File: config.mk
export PLATFORM = sky130hd
export DESIGN_NAME = rf_control_sequencer
export DESIGN_NICKNAME = d
export VERILOG_FILES = /design/src/rtl/rf_seq_pkg.sv /design/src/rtl/rf_control_sequencer_dst_decode.sv /design/src/rtl/rf_control_sequencer.sv
export SDC_FILE = /design/constraint.sdc
export NUM_CORES = 1
export LEC_CHECK = 0
export CORE_MARGIN = 5
export CORE_UTILIZATION = 44
export CTS_CLUSTER_DIAMETER = 50
export DETAILED_ROUTE_END_ITERATION = 10
export GPL_TIMING_DRIVEN = 0
export PLACE_DENSITY = 0.85
export SLEW_MARGIN = 20
export SYNTH_ARGS = -nofsm -noshare
export SYNTH_HDL_FRONTEND = slang
export SYNTH_SLANG_ARGS = --single-unit
File: constraint.sdc
create_clock -name Clock -period 3.4 [get_ports Clock]
set_clock_uncertainty 0.05 [all_clocks]
set_input_delay 0.68 -clock Clock [delete_from_list [all_inputs] [get_ports Clock]]
set_output_delay 0.68 -clock Clock [all_outputs]
set_load 0.02 [all_outputs]
File: src/rtl/rf_seq_pkg.sv
// rf_seq_pkg: shared constants, types and the per-cycle control decode for the
// register-file micro-sequencer (rf_control_sequencer).
package rf_seq_pkg;

  // Opcodes carried in Instr[15:12]; 8-15 are illegal.
  localparam logic [3:0] OPC_NOP = 4'd0;
  localparam logic [3:0] OPC_INC = 4'd1;
  localparam logic [3:0] OPC_DEC = 4'd2;
  localparam logic [3:0] OPC_CLR = 4'd3;
  localparam logic [3:0] OPC_LDI = 4'd4;
  localparam logic [3:0] OPC_MOV = 4'd5;
  localparam logic [3:0] OPC_ADD = 4'd6;
  localparam logic [3:0] OPC_SUB = 4'd7;

  // Register-file function codes.
  localparam logic [2:0] FS_DEC  = 3'b000;
  localparam logic [2:0] FS_INC  = 3'b001;
  localparam logic [2:0] FS_LOAD = 3'b010;
  localparam logic [2:0] FS_CLR  = 3'b011;

  // ALU function codes.
  localparam logic [3:0] ALU_PASSA = 4'b0000;
  localparam logic [3:0] ALU_ADD   = 4'b0100;
  localparam logic [3:0] ALU_SUB   = 4'b0110;

  // Sequencer state encoding.
  localparam logic [1:0] ST_IDLE = 2'd0;
  localparam logic [1:0] ST_T0   = 2'd1;
  localparam logic [1:0] ST_T1   = 2'd2;

  // Everything the sequencer drives in one cycle, before the destination
  // index is expanded into the active-low RegSel/ScrSel enables.
  typedef struct packed {
    logic [2:0] out_a;
    logic [2:0] out_b;
    logic [2:0] fun_sel;
    logic [3:0] alu_fun;
    logic       mux_sel;
    logic       done;
    logic       wr_en;
    logic [2:0] dst;
  } ctrl_t;

  localparam ctrl_t CTRL_IDLE = '0;

  // Register-to-register ops read in T0 and write in T1.
  function automatic logic is_two_cycle(input logic [3:0] opc);
    return (opc == OPC_MOV) || (opc == OPC_ADD) || (opc == OPC_SUB);
  endfunction

  // ALU read-side controls shared by T0 and T1 of a two-cycle op. MOV only
  // reads port A, so port B stays at its idle value.
  function automatic ctrl_t read_selects(input ctrl_t base, input logic [15:0] ir);
    ctrl_t c;
    c       = base;
    c.out_a = ir[8:6];
    case (ir[15:12])
      OPC_ADD: begin
        c.out_b   = ir[5:3];
        c.alu_fun = ALU_ADD;
      end
      OPC_SUB: begin
        c.out_b   = ir[5:3];
        c.alu_fun = ALU_SUB;
      end
      default: c.alu_fun = ALU_PASSA;
    endcase
    return c;
  endfunction

  // Control word for a given sequencer state and instruction register.
  // trap_en selects whether illegal opcodes trap silently or act as NOP.
  function automatic ctrl_t decode_ctrl(input logic [1:0]  state,
                                        input logic [15:0] ir,
                                        input logic        trap_en);
    ctrl_t      c;
    logic [3:0] opc;
    opc   = ir[15:12];
    c     = CTRL_IDLE;
    c.dst = ir[11:9];
    case (state)
      ST_T0: begin
        case (opc)
          OPC_NOP: c.done = 1'b1;
          OPC_INC: begin
            c.wr_en   = 1'b1;
            c.fun_sel = FS_INC;
            c.done    = 1'b1;
          end
          OPC_DEC: begin
            c.wr_en   = 1'b1;
            c.fun_sel = FS_DEC;
            c.done    = 1'b1;
          end
          OPC_CLR: begin
            c.wr_en   = 1'b1;
            c.fun_sel = FS_CLR;
            c.done    = 1'b1;
          end
          OPC_LDI: begin
            c.wr_en   = 1'b1;
            c.fun_sel = FS_LOAD;
            c.mux_sel = 1'b1;
            c.done    = 1'b1;
          end
          OPC_MOV, OPC_ADD, OPC_SUB: c = read_selects(c, ir);
          // Illegal opcodes: a silent trap, or a plain NOP with its Done pulse.
          default: c.done = ~trap_en;
        endcase
      end
      ST_T1: begin
        if (is_two_cycle(opc)) begin
          c         = read_selects(c, ir);
          c.wr_en   = 1'b1;
          c.fun_sel = FS_LOAD;
          c.mux_sel = 1'b0;
          c.done    = 1'b1;
        end
      end
      default: c = CTRL_IDLE;
    endcase
    return c;
  endfunction

endpackage

File: src/rtl/rf_control_sequencer_dst_decode.sv
// rf_dst_decode: expands a 3-bit destination index into the register file's
// active-low one-hot enables. dst 0-3 -> R1-R4 (RegSel bit 3-dst),
// dst 4-7 -> S1-S4 (ScrSel bit 7-dst). No enable is low unless wr_en is set.
module rf_dst_decode
  import rf_seq_pkg::*;
(
  input  logic [2:0] dst,
  input  logic       wr_en,
  output logic [3:0] reg_sel,
  output logic [3:0] scr_sel
);

  logic [3:0] onehot;

  // Bit 3 is the first register of each bank, so the index counts down from the MSB.
  assign onehot = 4'b1000 >> dst[1:0];

  // Route the one-hot to whichever bank dst[2] selects; the other bank stays idle.
  always_comb begin
    // NOTE: both outputs get a default before any branch so no path leaves them unassigned (no latch).
    reg_sel = 4'b1111;
    scr_sel = 4'b1111;
    if (wr_en) begin
      if (dst[2]) scr_sel = ~onehot;
      else        reg_sel = ~onehot;
    end
  end

endmodule

File: src/rtl/rf_control_sequencer.sv
// rf_control_sequencer: micro-sequencer feeding the 8-entry register file
// (R1-R4, S1-S4) and the ALU. Accepts one 16-bit instruction at a time over
// InstrValid/InstrReady and runs it for one (T0) or two (T0, T1) cycles.
// All outputs except InstrReady are flops loaded with the decode of the
// next state and next instruction register, so Instr/InstrValid never reach
// an output combinationally.
// Build option: define RF_SEQ_TRAP_EN to make opcodes 8-15 set a sticky
// Illegal flag (no write, no Done, input blocked until Reset); otherwise they
// execute as NOP and Illegal is tied low.
module rf_control_sequencer
  import rf_seq_pkg::*;
#(
  parameter int IMM_W = 8
) (
  input  logic        Clock,
  input  logic        Reset,
  input  logic        InstrValid,
  input  logic [15:0] Instr,
  output logic        InstrReady,
  output logic [2:0]  OutASel,
  output logic [2:0]  OutBSel,
  output logic [2:0]  FunSel,
  output logic [3:0]  RegSel,
  output logic [3:0]  ScrSel,
  output logic [3:0]  AluFunSel,
  output logic        MuxSel,
  output logic [15:0] Imm,
  output logic        Done,
  output logic        Illegal
);

`ifdef RF_SEQ_TRAP_EN
  localparam logic TRAP_EN = 1'b1;
`else
  localparam logic TRAP_EN = 1'b0;
`endif

  logic [1:0]  state;
  logic [1:0]  state_nxt;
  logic [15:0] ir;
  logic [15:0] ir_nxt;
  logic        accept;
  logic        illegal_q;
  ctrl_t       ctrl_nxt;
  logic [3:0]  reg_sel_nxt;
  logic [3:0]  scr_sel_nxt;

  // Ready depends only on registered state: idle and not trapped.
  assign InstrReady = (state == ST_IDLE) && !illegal_q;
  assign accept     = InstrValid && InstrReady;
  assign Illegal    = illegal_q;

  // Next state and next instruction register.
  always_comb begin
    state_nxt = state;
    ir_nxt    = ir;
    case (state)
      ST_IDLE: begin
        if (accept) begin
          state_nxt = ST_T0;
          ir_nxt    = Instr;
        end
      end
      ST_T0:   state_nxt = is_two_cycle(ir[15:12]) ? ST_T1 : ST_IDLE;
      ST_T1:   state_nxt = ST_IDLE;
      default: state_nxt = ST_IDLE;
    endcase
  end

  // Control word for the cycle about to start; registered below.
  assign ctrl_nxt = decode_ctrl(state_nxt, ir_nxt, TRAP_EN);

  rf_dst_decode u_dst_decode (
    .dst     (ctrl_nxt.dst),
    .wr_en   (ctrl_nxt.wr_en),
    .reg_sel (reg_sel_nxt),
    .scr_sel (scr_sel_nxt)
  );

  // State, IR, Imm and output registers; Reset aborts any instruction in flight.
  always_ff @(posedge Clock) begin
    // NOTE: sequential state uses non-blocking assignments so every flop samples pre-edge values.
    if (Reset) begin
      state     <= ST_IDLE;
      ir        <= '0;
      Imm       <= '0;
      OutASel   <= '0;
      OutBSel   <= '0;
      FunSel    <= '0;
      AluFunSel <= '0;
      MuxSel    <= 1'b0;
      Done      <= 1'b0;
      RegSel    <= 4'b1111;
      ScrSel    <= 4'b1111;
    end else begin
      state     <= state_nxt;
      ir        <= ir_nxt;
      if (accept) Imm <= {{(16 - IMM_W){1'b0}}, Instr[IMM_W-1:0]};
      OutASel   <= ctrl_nxt.out_a;
      OutBSel   <= ctrl_nxt.out_b;
      FunSel    <= ctrl_nxt.fun_sel;
      AluFunSel <= ctrl_nxt.alu_fun;
      MuxSel    <= ctrl_nxt.mux_sel;
      Done      <= ctrl_nxt.done;
      RegSel    <= reg_sel_nxt;
      ScrSel    <= scr_sel_nxt;
    end
  end

`ifdef RF_SEQ_TRAP_EN
  // Sticky trap flag: set as an illegal instruction leaves T0, cleared only by Reset.
  always_ff @(posedge Clock) begin
    if (Reset)                                illegal_q <= 1'b0;
    else if ((state == ST_T0) && ir[15])      illegal_q <= 1'b1;
  end
`else
  assign illegal_q = 1'b0;
`endif

endmodule

== After elaboration in Yosys (flattened, before gate mapping) ==
Index checks and enable logic that the tools add are counted.

* Register bits: 49
* Logic and storage cells: 56
* Bits of input ports: 19
* Output and inout port bits: 41

* Equality and inequality tests: 13
* Bitwise operators: 3
* Shift-type cells: 1
* Mux-type cells: 15
* Reductions and logical operators: 12

{| class="wikitable"
|+ Operators with widths
! operator !! number
|-
| $pmux 19 s2 || 1
|-
| $mux 16 || 2
|-
| $eq 4x3->1 const B || 7
|-
| $mux 19 || 1
|-
| $reduce_or 3->1 || 3
|-
| $eq 4x2->1 const B || 2
|-
| $mux 6 || 1
|-
| $pmux 2 s3 || 1
|-
| $pmux 3 s2 || 1
|-
| $eq 2x1->1 const B || 2
|-
| $eq 4x1->1 const B || 1
|-
| $logic_or 1x1->1 || 4
|-
| $mux 2 || 2
|-
| $mux 4 || 1
|-
| $not 4->4 || 1
|-
| $pmux 2 s2 || 1
|-
| $reduce_or 4->1 || 1
|-
| $shr 4x2->4 const A || 1
|-
| $mux 1 || 3
|-
| $mux 3 || 1
|-
| $eq 2x2->1 const B || 1
|-
| $logic_not 2->1 || 1
|-
| $not 1->1 || 2
|-
| $reduce_and 2->1 || 1
|-
| 2 further kinds || 2
|}

== Depth between registers and ports, before layout ==
* Depth in word-level cells: 11
* Depth in mapped cells: 9
* Depth with buffers taken out: 9

== Cells and area by module ==
From an unflattened synthesis, not the netlist that was laid out.

* Cell total of the unflattened synthesis: 188
* Area total of the unflattened synthesis: 1740.4 µm²

{| class="wikitable"
|+ By module, submodules not included
! module !! times used !! area each (µm²) !! cells each !! seq. area each (µm²)
|-
| rf_control_sequencer || 1 || 1664.1 || 180 || 860.8
|-
| rf_dst_decode || 1 || 76.3 || 8 || 0.0
|}

== Worst setup path after synthesis ==
OpenSTA, ideal clock, no wires.

* Path kind: in2reg
* Start point: input InstrValid
* End point: register RegSel[3]
* Setup slack: 0.812 ns
* Stages on the path: 9
* Data required time: 3.216 ns
* Arrival: 2.404 ns
* Path buffers: 2
* Path through: or3b_4 > buf_6 > clkbuf_1 > ha_1 > nor2_1 > nand2_1 > a21oi_2 > a311o_4 > nand3_1

* Cells in the longest elaborated chain, start to end: 10

{| class="wikitable"
|+ Ends and longest elaborated chain
! what !! RTL line !! source
|-
| start, declared || rf_control_sequencer.sv:17 || <nowiki>input logic InstrValid,</nowiki>
|-
| $logic_and 1x1->1 * || rf_control_sequencer.sv:50 || <nowiki>assign accept = InstrValid && InstrReady;</nowiki>
|-
| $mux 16 || rf_control_sequencer.sv:59 || <nowiki>if (accept) begin</nowiki>
|-
| $mux 16 || rf_control_sequencer.sv:57 || <nowiki>case (state)</nowiki>
|-
| $eq 4x3->1 || rf_seq_pkg.sv:48 || <nowiki>return (opc == OPC_MOV) || (opc == OPC_ADD) || (opc == OPC_SUB);</nowiki>
|-
| $logic_or 1x1->1 (2 in a row) || rf_seq_pkg.sv:48 ||
|-
| $mux 19 || rf_seq_pkg.sv:112 || <nowiki>if (is_two_cycle(opc)) begin</nowiki>
|-
| $pmux 19 s2 * || rf_seq_pkg.sv:81 || <nowiki>case (state)</nowiki>
|-
| $not 1->1 (no source line) || - ||
|-
| $reduce_or 3->1 (no source line) || - ||
|-
| end signal, assigned || rf_control_sequencer.sv:105 || <nowiki>RegSel <= reg_sel_nxt;</nowiki>
|-
| end, declared || rf_control_sequencer.sv:23 || <nowiki>output logic [3:0] RegSel,</nowiki>
|}

Mark *: on every way between the ends. The rest lies on a longest branch, timed or not.
A chain may end at the register's enable or synchronous reset.

== Final worst setup path ==
* Start point: input InstrValid
* End point: register ScrSel[3]

* Cells in the longest elaborated chain, start to end: 10

{| class="wikitable"
|+ Ends and longest elaborated chain
! what !! RTL line !! source
|-
| $logic_and 1x1->1 * || rf_control_sequencer.sv:50 ||
|-
| $mux 16 || rf_control_sequencer.sv:59 ||
|-
| $mux 16 || rf_control_sequencer.sv:57 ||
|-
| $eq 4x3->1 || rf_seq_pkg.sv:48 ||
|-
| $logic_or 1x1->1 (2 in a row) || rf_seq_pkg.sv:48 ||
|-
| $mux 19 || rf_seq_pkg.sv:112 ||
|-
| $pmux 19 s2 * || rf_seq_pkg.sv:81 ||
|-
| $not 1->1 (no source line) || - ||
|-
| $reduce_or 3->1 (no source line) || - ||
|-
| end signal, assigned || rf_control_sequencer.sv:106 || <nowiki>ScrSel <= scr_sel_nxt;</nowiki>
|-
| end, declared || rf_control_sequencer.sv:24 || <nowiki>output logic [3:0] ScrSel,</nowiki>
|}

Marks and branches as above.

==> qor.yml <==
status: "finished clean"
clk_latency_ns: 0.30
diodes: 0
maxCapViolCount: 0
met1_usage_pct: 18.58
place.gp.congestion: 0.8010
drc: 0
core-area_um2: 3689
num_vias: 1446
die_w_um: 71.85
holdBufCountCts: 0
cts_tree: "built"
avgSynthCellArea_um2: 8.951
io_buffers: 46
synth_area_leaders: "dfxtp_1 (51%), nand2_1 (6.7%), buf_4 (5.8%), a21oi_1 (5.4%), nor2_1 (5.1%)"
finalMaxSlewViolations: 0
drive_above_1_share_pct: 12.65
powerDensity_nw_per_um2: 453.1
die-area_um2: 5162
hold_depth: 2
cp_slowest_cell: "clkdlybuf4s50_1"
cp.arrival_ns: 3.15
grt_pass1_wl_um: 6472
post_cts_resize_count: 0
initial_core_util_pct: 45.62
critPathLaunchType: "input pin"
grt_max_degree: 15
grt-busiest-layer: "met2"
layout.nets: 273
post_cts_buffers: 0
dp_hpwl_um: 2939
min_period_over_period_pct: 89.21
slew_headroom_pct: 63.93
clkSinkCount: 43
max_freq_ghz: 0.3297
netlist_area_um2: 1683
numCtsBuffers: 5
grt_use_met3_pct: 5.049
ys_types: 32
finalHoldViolations: 0
rsz0062_at_grt: "no"
hp-class: "flip-flop to flip-flop"
grt_usage_pct: 16.02
crit_required_ns: 3.52
synthCells: 188
setup_ws_ns: 0.3667
ys_seq_area_share_pct: 51.15
antenna_found_initial: 0
yosysWarnings: 0
synth_top_area_cell: "dfxtp_1"
die_height_um: 71.85
setup_tns_ns: 0
antenna_left: 0
layout_common_cells: "clkdlybuf4s50_1 (46), dfxtp_1 (43), nand2_1 (30)"
path_cells: "clkdlybuf4s50_1, or3b_4, buf_6, clkbuf_1, ha_1, nor2_1, nand2_1, a21oi_2, a311o_4, nand3_1"
leakage_nw: 0.9858
synth.top_cell.area_share_pct: 51.15
area_growth_pct: 40.07
reg2regPathDepth: 9
avgRoutedWirePerCell_um: 12.77
max_slew.worst_pin.slew_ns: 0.5410
root_buffer: "clkbuf_8"
io_pins: 60
grt_pass1_vias: 1435
ir_drop_mv: 0.3366
dr.pass1.iters: 4
dpl_worst_slack_ns: 0.05571
via_per_inst: 4.804
clock_path_buffers: 2
clk_pin_slew_ns: 0.08
fp-row-count: 22
met2_usage_pct: 27.65
endpoint_kind: "flip-flop"
crit_type: "input pin to flip-flop"
h-tree-depth: 2
setup_viol: 0
grt_overflow_total: 0
slowest_delay_ns: 0.44
final_common_cell: "clkdlybuf4s50_1"
drtIter0Drc: 122
fin_crit_ns: 3.033
cp_max_fo: 10
ys_ff_latch: 43
wl_um: 3845
cell type report:
| class | instances | area (um^2) |
|---|---|---|
| Clock buffer | 5 | 68.82 |
| Timing Repair Buffer | 46 | 460.4 |
| Clock inverter | 3 | 43.79 |
| Tap cell | 48 | 60.06 |
| Fill cell | 336 | 1331 |
| Multi-Input combinational cell | 132 | 708.2 |
| Buffer | 20 | 138.9 |
| Inverter | 4 | 16.27 |
| Sequential cell | 43 | 860.8 |
critical path, delay by kind of cell:
| kind | cells | cell delay (ns) |
|---|---|---|
| buf+inv | 3 | 0.85 |
| simple gates | 4 | 0.84 |
| compound gates | 2 | 0.39 |
| fa+ha+maj | 1 | 0.39 |
cells in the mapped netlist:
master,n
a21boi_1,3
a21oi_1,18
a21oi_2,2
a311o_1,1
a311o_4,1
a31oi_1,1
and3_1,3
buf_4,13
buf_6,2
clkbuf_1,5
clkinv_2,1
conb_1,1
dfxtp_1,43
ha_1,2
inv_1,3
mux2i_1,4
nand2_1,30
nand2b_1,2
nand3_1,14
nand3b_1,3
nand3b_2,1
nor2_1,23
nor2b_1,2
nor3b_1,1
o21ai_1,1
o311ai_0,1
o31ai_2,1
or2_2,1
or3_1,2
or3b_4,1
or4_4,1
or4b_1,1
worst paths after layout:
check	startpoint	to	slack (ns)
setup / recovery	InstrValid	ScrSel[3]	0.37
hold / removal	Imm[2]	Imm[2]	0.40
setup reg to reg	state[0]	ScrSel[3]	0.84
hold reg to reg	Imm[2]	Imm[2]	0.40
cells by family (layout without fill, tap and decap cells):
family	Yosys count	after routing	share of synthesized area [%]
AOI/OAI and AO/OA	29	29	11.45
buffers and inverters	24	78	9.219
muxes	4	4	2.379
DFF	43	43	51.15
adders and majority gates	2	2	1.487
other	1	12	0.2228
and+or+nand+nor	85	85	24.09
state kept, by name (all words and copies together), names as in the netlist:
| name | flops |
|---|---|
| AluFunSel | 2 |
| Done | 1 |
| FunSel | 2 |
| Imm | 8 |
| MuxSel | 1 |
| OutASel | 3 |
| OutBSel | 3 |
| RegSel | 4 |
| ScrSel | 4 |
| ir | 13 |
| state | 2 |
report_power, final:
| part | switching [mW] | internal, mW | leakage [nW] |
|---|---|---|---|
| logic | 0.0826 | 0.0681 | 0.577 |
| clock network | 0.170 | 0.218 | 0.0581 |
| registers | 0.00864 | 0.520 | 0.351 |
| total | 0.261 | 0.807 | 0.986 |
per-stage QoR:
step | std cells | utilization [%] | hold slack [ns] | instance area, um^2 | power (mW)
finish | 301 | 63.91 | 0.4050 | 2357 | 1.068
CTS | 301 | 63.91 | 0.4078 | 2357 | 1.077
detailed placement | 293 | 60.85 | 0.3998 | 2245 | 0.6907
global route | 301 | 63.91 | 0.4316 | 2357 | 1.117
global placement | 293 | 60.85 | 0.3905 | 2245 | 0.6867
floorplan | 199 | - | 0.3844 | 1724 | 0.6341
routing by layer:
layer / vias up / share of wire (%)
met5: - / 0
met1: 652 / 42
met4: 0 / 1.5
met2: 53 / 48
met3: 7 / 8.7
li1: 734 / -
Note: power is estimated with default switching activity, not from simulation.
